### config.mk
export PLATFORM = sky130hd
export DESIGN_NAME = game_ctrl
export DESIGN_NICKNAME = d
export VERILOG_FILES = /design/src/rtl/game_pkg.sv /design/src/rtl/bcd_counter.sv /design/src/rtl/game_ctrl.sv
export SDC_FILE = /design/constraint.sdc
export NUM_CORES = 1
export LEC_CHECK = 0
export BUFFER_PORTS_ARGS = -buffer_cell sky130_fd_sc_hd__buf_2
export CAP_MARGIN = 20
export CORE_MARGIN = 2
export CORE_UTILIZATION = 30
export CTS_CLUSTER_DIAMETER = 40
export DETAILED_ROUTE_END_ITERATION = 7
export HOLD_SLACK_MARGIN = 0.03
export PLACE_DENSITY = 0.53
export SLEW_MARGIN = 40
export SYNTH_ARGS = -nofsm -noshare
export SYNTH_HDL_FRONTEND = slang
export SYNTH_SLANG_ARGS = --single-unit
### constraint.sdc
create_clock -name Clk -period 3.6 [get_ports Clk]
set_input_delay 0.36 -clock Clk [delete_from_list [all_inputs] [get_ports Clk]]
set_output_delay 0.36 -clock Clk [all_outputs]
set_load 0.05 [all_outputs]
### src/rtl/game_pkg.sv
// Shared game controller definitions: state encoding (one-hot, doubles as the status output) and key codes.
package game_pkg;

   localparam logic [3:0] STATUS_IDLE  = 4'b0001;
   localparam logic [3:0] STATUS_PAUSE = 4'b0010;
   localparam logic [3:0] STATUS_PLAY  = 4'b0100;
   localparam logic [3:0] STATUS_OVER  = 4'b1000;

   localparam logic [7:0] START_KEY = 8'h2C;
   localparam logic [7:0] PAUSE_KEY = 8'h13;

   typedef enum logic [3:0] {
      S_IDLE  = STATUS_IDLE,
      S_PAUSE = STATUS_PAUSE,
      S_PLAY  = STATUS_PLAY,
      S_OVER  = STATUS_OVER
   } state_e;

endpackage

### src/rtl/bcd_counter.sv
// Multi-digit BCD counter with synchronous clear and increment, saturating at all nines.
module bcd_counter #(
   parameter int unsigned DIGITS = 4
) (
   input  logic                  clk,
   input  logic                  rst_n,
   input  logic                  clr_i,
   input  logic                  inc_i,
   output logic [4*DIGITS-1:0]   count_o
);

   localparam int unsigned W = 4 * DIGITS;

   logic [W-1:0] count_q, count_d;
   logic         all_nines;
   logic         carry;

   // Ripple the increment through the digits; hold once every digit reads 9.
   always_comb begin
      count_d   = count_q;
      all_nines = 1'b1;
      carry     = 1'b1;
      for (int i = 0; i < DIGITS; i++) begin
         if (count_q[4*i +: 4] != 4'd9) all_nines = 1'b0;
      end
      if (clr_i) begin
         count_d = '0;
      end else if (inc_i && !all_nines) begin
         for (int i = 0; i < DIGITS; i++) begin
            if (carry) begin
               if (count_q[4*i +: 4] == 4'd9) begin
                  count_d[4*i +: 4] = 4'd0;
               end else begin
                  count_d[4*i +: 4] = count_q[4*i +: 4] + 4'd1;
                  carry             = 1'b0;
               end
            end
         end
      end
   end

   always_ff @(posedge clk or negedge rst_n) begin
      if (!rst_n) count_q <= '0;
      else        count_q <= count_d;
   end

   assign count_o = count_q;

endmodule

### src/rtl/game_ctrl.sv
// Runner-game controller: frame sync, key edge detect, lives/score/speed/invulnerability.
// Define GAME_CTRL_PAUSE_EN to enable the PAUSE state toggled by PAUSE_KEY.
module game_ctrl
   import game_pkg::*;
#(
   parameter int unsigned LIVES          = 3,
   parameter int unsigned SCORE_DIGITS   = 4,
   parameter int unsigned N_OBST         = 2,
   parameter int unsigned INVULN_FRAMES  = 60,
   parameter int unsigned SPEEDUP_FRAMES = 600,
   parameter int unsigned MAX_SPEED      = 7,
   parameter int unsigned FALL_MARGIN    = 8
) (
   input  logic                      Clk,
   input  logic                      Reset_n,
   input  logic                      frame_clk,
   input  logic [7:0]                keycode,
   input  logic [9:0]                StickmanBottom,
   input  logic [9:0]                GroundY,
   input  logic [N_OBST-1:0]         hit,
   output logic [3:0]                status,
   output logic [4*SCORE_DIGITS-1:0] score,
   output logic [4*SCORE_DIGITS-1:0] hiscore,
   output logic [3:0]                lives,
   output logic [3:0]                speed,
   output logic                      invuln,
   output logic                      frame_tick
);

   localparam int unsigned SW    = 4 * SCORE_DIGITS;
   localparam int unsigned INV_W = 8;
   localparam int unsigned SPD_W = 12;

   state_e           state_q, state_d;
   logic             fs1_q, fs2_q, fs_prev_q, frame_tick_q;
   logic [7:0]       key_prev_q;
   logic [3:0]       lives_q, lives_d;
   logic [3:0]       speed_q, speed_d;
   logic [INV_W-1:0] inv_cnt_q, inv_cnt_d;
   logic [SPD_W-1:0] spd_cnt_q, spd_cnt_d;
   logic [SW-1:0]    hiscore_q, hiscore_d;
   logic             invuln_q;
   logic [SW-1:0]    score_cnt;
   logic             score_clr, score_inc;
   logic             start_ev, fall;

   assign start_ev = (keycode == START_KEY) && (key_prev_q != START_KEY);
   assign fall     = {1'b0, StickmanBottom} > (11'(GroundY) + 11'(FALL_MARGIN));

`ifdef GAME_CTRL_PAUSE_EN
   logic pause_ev;
   assign pause_ev = (keycode == PAUSE_KEY) && (key_prev_q != PAUSE_KEY);
`endif

   bcd_counter #(.DIGITS(SCORE_DIGITS)) u_score (
      .clk     (Clk),
      .rst_n   (Reset_n),
      .clr_i   (score_clr),
      .inc_i   (score_inc),
      .count_o (score_cnt)
   );

   // Game state and per-frame bookkeeping; fall beats hit, OVER beats pause.
   always_comb begin
      state_d   = state_q;
      lives_d   = lives_q;
      speed_d   = speed_q;
      inv_cnt_d = inv_cnt_q;
      spd_cnt_d = spd_cnt_q;
      hiscore_d = hiscore_q;
      score_clr = 1'b0;
      score_inc = 1'b0;
      case (state_q)
         S_IDLE: begin
            if (start_ev) begin
               state_d   = S_PLAY;
               score_clr = 1'b1;
               lives_d   = 4'(LIVES);
               speed_d   = 4'd1;
               inv_cnt_d = '0;
               spd_cnt_d = '0;
            end
         end
         S_PLAY: begin
            if (frame_tick_q) begin
               score_inc = 1'b1;
               if (inv_cnt_q != '0) inv_cnt_d = inv_cnt_q - INV_W'(1);
               if (spd_cnt_q == SPD_W'(SPEEDUP_FRAMES - 1)) begin
                  spd_cnt_d = '0;
                  if (speed_q < 4'(MAX_SPEED)) speed_d = speed_q + 4'd1;
               end else begin
                  spd_cnt_d = spd_cnt_q + SPD_W'(1);
               end
            end
            if (frame_tick_q && fall) begin
               lives_d = 4'd0;
               state_d = S_OVER;
            end else if ((|hit) && (inv_cnt_q == '0)) begin
               inv_cnt_d = INV_W'(INVULN_FRAMES);
               if (lives_q <= 4'd1) begin
                  lives_d = 4'd0;
                  state_d = S_OVER;
               end else begin
                  lives_d = lives_q - 4'd1;
               end
            end
`ifdef GAME_CTRL_PAUSE_EN
            else if (pause_ev) begin
               state_d = S_PAUSE;
            end
`endif
         end
`ifdef GAME_CTRL_PAUSE_EN
         S_PAUSE: begin
            if (pause_ev) state_d = S_PLAY;
         end
`endif
         S_OVER: begin
            if (score_cnt > hiscore_q) hiscore_d = score_cnt;
            if (start_ev) state_d = S_IDLE;
         end
         default: state_d = S_IDLE;
      endcase
   end

   always_ff @(posedge Clk or negedge Reset_n) begin
      if (!Reset_n) begin
         state_q      <= S_IDLE;
         fs1_q        <= 1'b0;
         fs2_q        <= 1'b0;
         fs_prev_q    <= 1'b0;
         frame_tick_q <= 1'b0;
         key_prev_q   <= 8'h00;
         lives_q      <= 4'd0;
         speed_q      <= 4'd0;
         inv_cnt_q    <= '0;
         spd_cnt_q    <= '0;
         hiscore_q    <= '0;
         invuln_q     <= 1'b0;
      end else begin
         state_q      <= state_d;
         fs1_q        <= frame_clk;
         fs2_q        <= fs1_q;
         fs_prev_q    <= fs2_q;
         frame_tick_q <= fs2_q & ~fs_prev_q;
         key_prev_q   <= keycode;
         lives_q      <= lives_d;
         speed_q      <= speed_d;
         inv_cnt_q    <= inv_cnt_d;
         spd_cnt_q    <= spd_cnt_d;
         hiscore_q    <= hiscore_d;
         invuln_q     <= (inv_cnt_d != '0);
      end
   end

   assign status     = state_q;
   assign score      = score_cnt;
   assign hiscore    = hiscore_q;
   assign lives      = lives_q;
   assign speed      = speed_q;
   assign invuln     = invuln_q;
   assign frame_tick = frame_tick_q;

endmodule
# After elaboration in Yosys (flattened, before gate mapping)

Index checks and enable logic that the tools add are counted.

Bits in latches: 0
Bits in registers: 77
Output and inout bits: 46
Memories kept: 0
Memory bits (writable): 0
ROM bits: 0

Mux-type cells: 53
Shift-type cells: 0
Equal/unequal tests: 21
Multipliers: 0
Divide/modulo/power cells: 0
Add/sub/neg operators: 9
Magnitude comparators: 4
Reductions and logical operators: 22
Bitwise gates (word level): 2

Operators with widths:

| cell                                                                     | count |
|---|---|
| 4-bit 2-to-1 mux                                                         | 19 |
| 8-bit 2-to-1 mux                                                         | 5 |
| 12-bit 2-to-1 mux                                                        | 3 |
| 16-bit 2-to-1 mux                                                        | 2 |
| 12-bit one-hot mux with 2 select lines                                   | 1 |
| 4-bit by 1-bit adder with 4-bit output (second input constant)           | 5 |
| 4-bit == test (second input constant)                                    | 5 |
| 1-bit 2-to-1 mux                                                         | 19 |
| 16-bit greater-than comparator                                           | 1 |
| 4-bit inequality test (second input constant)                            | 4 |
| 4-bit one-hot mux with 2 select lines                                    | 2 |
| 8-bit one-hot mux with 2 select lines                                    | 1 |
| 8-bit nonzero test                                                       | 2 |
| 12-bit by 1-bit adder with 12-bit output (second input constant)         | 1 |
| 12-bit by 10-bit == test with 1-bit output (second input constant)       | 1 |
| 4-bit one-hot mux with 3 select lines                                    | 1 |
| 10-bit by 4-bit adder with 11-bit output (second input constant)         | 1 |
| 10-bit by 11-bit greater-than comparator with 1-bit output               | 1 |
| 2-bit inequality test (second input constant)                            | 5 |
| 2-bit nonzero test                                                       | 5 |
| 8-bit by 6-bit == test with 1-bit output (second input constant)         | 1 |
| 8-bit zero test                                                          | 1 |
| 8-bit by 6-bit inequality test with 1-bit output (second input constant) | 1 |
| 2-bit AND reduction                                                      | 4 |
| other kinds (15)                                                         | 20 |

# Logic depth before layout (Yosys ltp)

Depth after elaboration: 18
Depth in mapped cells: 11
Mapped depth without buffers: 11

# Modules after synthesis

Synthesis repeated with hierarchy kept, for this count alone.

Cell total of the unflattened synthesis: 458
Area, all modules: 4539.4 um2

By module, submodules not included:

| module      | cells each | instances | area each (um2) |
|---|---|---|---|
| game_ctrl   | 356        | 1         | 3542.1 |
| bcd_counter | 102        | 1         | 997.2 |

# Least setup slack after synthesis

OpenSTA, ideal clock, no wires.

Path type: register -> register
Start point: register hiscore_q[1], in the netlist hiscore[1]
End point: register hiscore_q[10], in the netlist hiscore[10]
Data arrival time: 2.560 ns
Setup slack: 0.912 ns
Data required time: 3.472 ns
Stages on the path, launching flop included: 10
Period minus slack after synthesis: 2.688 ns
Cell sequence: dfrtp_1 > inv_1 > ha_1 > nor2b_1 > o21a_1 > o21ai_1 > a2111oi_0 > o31ai_2 > buf_4 > mux2_1

Word-level cells in the longest chain between the ends: 2

Ends and longest elaborated chain:

| element                              | RTL line         | text |
|---|---|---|
| start: declaration                   | game_ctrl.sv:41  | `logic [SW-1:0] hiscore_q, hiscore_d;` |
| start signal: assignment             | game_ctrl.sv:151 | `hiscore_q <= hiscore_d;` |
| 16-bit greater-than comparator       | game_ctrl.sv:119 | `if (score_cnt > hiscore_q) hiscore_d = score_cnt;` |
| 2-bit AND reduction (no source line) | --               |  |

Every way passes these cells.
A chain may end at the register's enable or synchronous reset.

# Worst setup path in the final report

Start point: register u_score.count_q[11], in the netlist u_score.count_o[11]
End point: register hiscore_q[14], in the netlist hiscore[14]

Word-level cells in the longest chain between the ends: 2

Ends and longest elaborated chain:

| element                              | RTL line          | text |
|---|---|---|
| start: declaration                   | bcd_counter.sv:14 | `logic [W-1:0] count_q, count_d;` |
| start signal: assignment             | bcd_counter.sv:44 | `else count_q <= count_d;` |
| 16-bit greater-than comparator       | game_ctrl.sv:119  |  |
| 2-bit AND reduction (no source line) | --                |  |

Every way passes these cells.

==> impl_metrics.csv <==
group,metric,value,unit
finish,most-common-layout-cells,"buf_2, dfrtp_1, ha_1",
logic_synthesis,ys.flop_type,"dfrtp_1",
run_status,status,"finished, final reports clean",
die,io_pins,79,
critical_path,crit_path_end_kind,"flop",
finish,final_common_cell,"buf_2",
routing,first_pass_iters,4,
logic_synthesis,netlist_instances,452,
logic_synthesis,yosysWarningCount,0,
sta,hold_violations,0,
grt,first_global_vias,3807,
critical_path,slowest_delay,0.49,ns
pwr,peakVddDrop,0.247,mV
finish,syn_to_final_growth,20.3,%
clocking,cts_buffers,9,
critical_path,critPathKind,"reg -> reg",
routing,drt_iter0_markers,164,
clocking,cts_tree,"done",
logic_synthesis,synthArstFlopShare,1.00,
grt,grt_pass1_wl,18.4,mm
logic_synthesis,yosysSeqAreaShare,0.424,
clocking,cts_hold_buf,0,
clocking,clock_latency,0.33,ns
pwr,cellPowerDensity,385,nW/µm²
logic_synthesis,synth-seq-cells,76,
sta,fin_crit_sh,0.730,
critical_path,critical_path_buf_inv_count,1,
grt,grt_max_degree,77,
sta,timing.hold.ws,0.0496,ns
placement,portBuffers,77,
routing,wl_met2,5.18,mm
die,chipWidth,126,µm
critical_path,cpMaxStageDelayCell,"o31ai_2",
logic_synthesis,synth_cell_type_count,70,
routing,vias,3649,
critical_path,critPathLaunchType,"flop",
logic_synthesis,synth_edf_count,0,
clocking,cts_resized,0,
clocking,root_buffer,"clkbuf_16",
routing,drt-total-wl,10.8,mm
die,core-area,14600,µm²
clocking,post_cts_buffers,0,
logic_synthesis,postSynthAreaPerCell,9.92,µm²
clocking,htree_levels,3,
sta,drv_slew,0,
routing,wl_met3,343,µm
clocking,cts_buffer_depth,2,
finish,nNetsFinal,610,
finish,antenna_cells,0,
placement,pre_cts_slack,0.867,ns
sta,finalCriticalPeriod,2.63,ns
routing,post_drt_wl_per_cell,14.9,µm
finish,drive_gt1_frac,0.209,
sta,fin_tns_setup,0,ns
logic_synthesis,synth_fp_nets,526,
critical_path,crit_family,"compound AO/OA/AOI/OAI gates",
sta,finalClockSkew,0.00615,ns
die,fp-row-count,44,
critical_path,path_cells,"ha_1 > a211oi_1 > o21ai_1 > o211ai_1 > a21oi_1 > o31ai_2 > buf_4 > mux2_1",
grt,grt.total_usage,0.142,
pwr,leakagePower,0.00262,µW
sta,tightest_slew,0.728,ns
routing,drtAntennaViolNets,0,
sta,relSlewSlack,0.515,
critical_path,cp_max_fo,12,
critical_path,cp.required,3.81,ns
grt,overflow,0,
placement,routabilityCongestion,0.831,
placement,place_hpwl,8.03,mm
routing,highest_layer,"met4",
worst_hold_path,hp-class,"in -> async",
logic_synthesis,syn_area,4480,µm²
die,start_util,0.307,
clocking,cts_num_sinks,76,
clocking,path_clk_slew,0.06,ns
routing,routed_via_density,5.04,
critical_path,crit_arrival,2.84,ns
sta,fmax,380,MHz
routing,wl_met1,5.00,mm
sta,rsz0062_at_grt,"no",
sta,finalWorstSetupSlack,0.971,ns
die,dieArea,15900,µm²
routing,drc,0,
grt,antenna_found_initial,0,
run,maxCapViolCount,0,
sta,finalSetupViolCount,0,
die,die_h,126,µm
cells by family (layout without fill, tap and decap cells):
family	after synthesis	count (layout)	synth area share
mux	19	19	0.0458
compound gates	109	109	0.165
xor+xnor	13	13	0.0254
other cells	1	1	0.000836
fa+ha+maj	41	41	0.114
simple gates	147	147	0.183
buf+inv	46	134	0.0407
flops	76	76	0.424
synthesized netlist by cell type (4+ instances only):
| cell | n | area share |
|---|---|---|
| dfrtp_1 | 75 | 0.42 |
| ha_1 | 41 | 0.11 |
| inv_1 | 37 | 0.031 |
| nand2_1 | 33 | 0.028 |
| nor2_1 | 27 | 0.023 |
| o21ai_1 | 26 | 0.029 |
| a21oi_1 | 21 | 0.023 |
| nand3_1 | 16 | 0.018 |
| o21ai_0 | 14 | 0.016 |
| mux2_1 | 11 | 0.028 |
| xnor2_1 | 10 | 0.020 |
| nor3_1 | 9 | 0.010 |
| and3_1 | 7 | 0.0098 |
| mux2i_1 | 7 | 0.016 |
| nand4_1 | 6 | 0.0084 |
| or3_1 | 6 | 0.0084 |
| a211oi_1 | 4 | 0.0067 |
| a31oi_1 | 4 | 0.0056 |
| clkbuf_1 | 4 | 0.0033 |
| nand2b_1 | 4 | 0.0056 |
| nor2b_1 | 4 | 0.0056 |
| nor3b_1 | 4 | 0.0067 |
| o211ai_1 | 4 | 0.0067 |
| o31ai_1 | 4 | 0.0067 |
worst paths after layout:
kind	start	to	slack [ns]	cells after the start
max	u_score.count_o[11]	hiscore[14]	0.97	8
min	Reset_n	hiscore[6]	0.05	1
max reg2reg	u_score.count_o[11]	hiscore[14]	0.97	8
min reg2reg	fs1_q	fs2_q	0.35	0
max in group asynchronous	Reset_n	hiscore[10]	3.04	1
min in group Clk	frame_clk	fs1_q	0.13	1
worst reg2reg max path, stage by stage, from the launching register on:
cell and delay, ns:
dfrtp_1 0.44, ha_1 0.35, a211oi_1 0.24, o21ai_1 0.10, o211ai_1 0.10, a21oi_1 0.11
o31ai_2 0.49, buf_4 0.32, mux2_1 0.35
power by group:
group | total (µW) | internal, µW | switching [µW]
sequential | 926 | 884 | 41.5
combinational | 284 | 99.8 | 184
clock | 867 | 519 | 348
total | 2080 | 1500 | 573
metrics by stage:
step	total power [µW]	area, µm²	cells	utilization
after floorplan	1120	4480	452	-
after global routing	2190	5400	724	0.370
after global placement	1220	5090	708	0.349
final	2080	5400	724	0.370
after CTS	2110	5390	723	0.369
after detailed placement	1230	5100	708	0.349
sequential cells by signal, summed over array words and instances (netlist names), 3 cells and up:
signal and cells:
key_prev_q 8, u_score.count_o 16, speed 4, inv_cnt_q 8, hiscore 16, lives 4, spd_cnt_q 12, status 3
routing by layer:
layer  GRT usage  up-vias
met5           0        -
met3      0.0221       15
met4      0.0601        0
met2       0.235       73
li1            -     1814
met1       0.184     1747
cell type report:
| class | count | area (µm²) |
|---|---|---|
| Clock buffer | 12 | 267 |
| Clock inverter | 3 | 21.3 |
| Fill cell | 1462 | 9190 |
| Inverter | 37 | 139 |
| Multi-Input combinational cell | 330 | 2410 |
| Sequential cell | 76 | 1900 |
| Tap cell | 184 | 230 |
| Timing Repair Buffer | 82 | 427 |
Power figures use the tool's default switching activity.
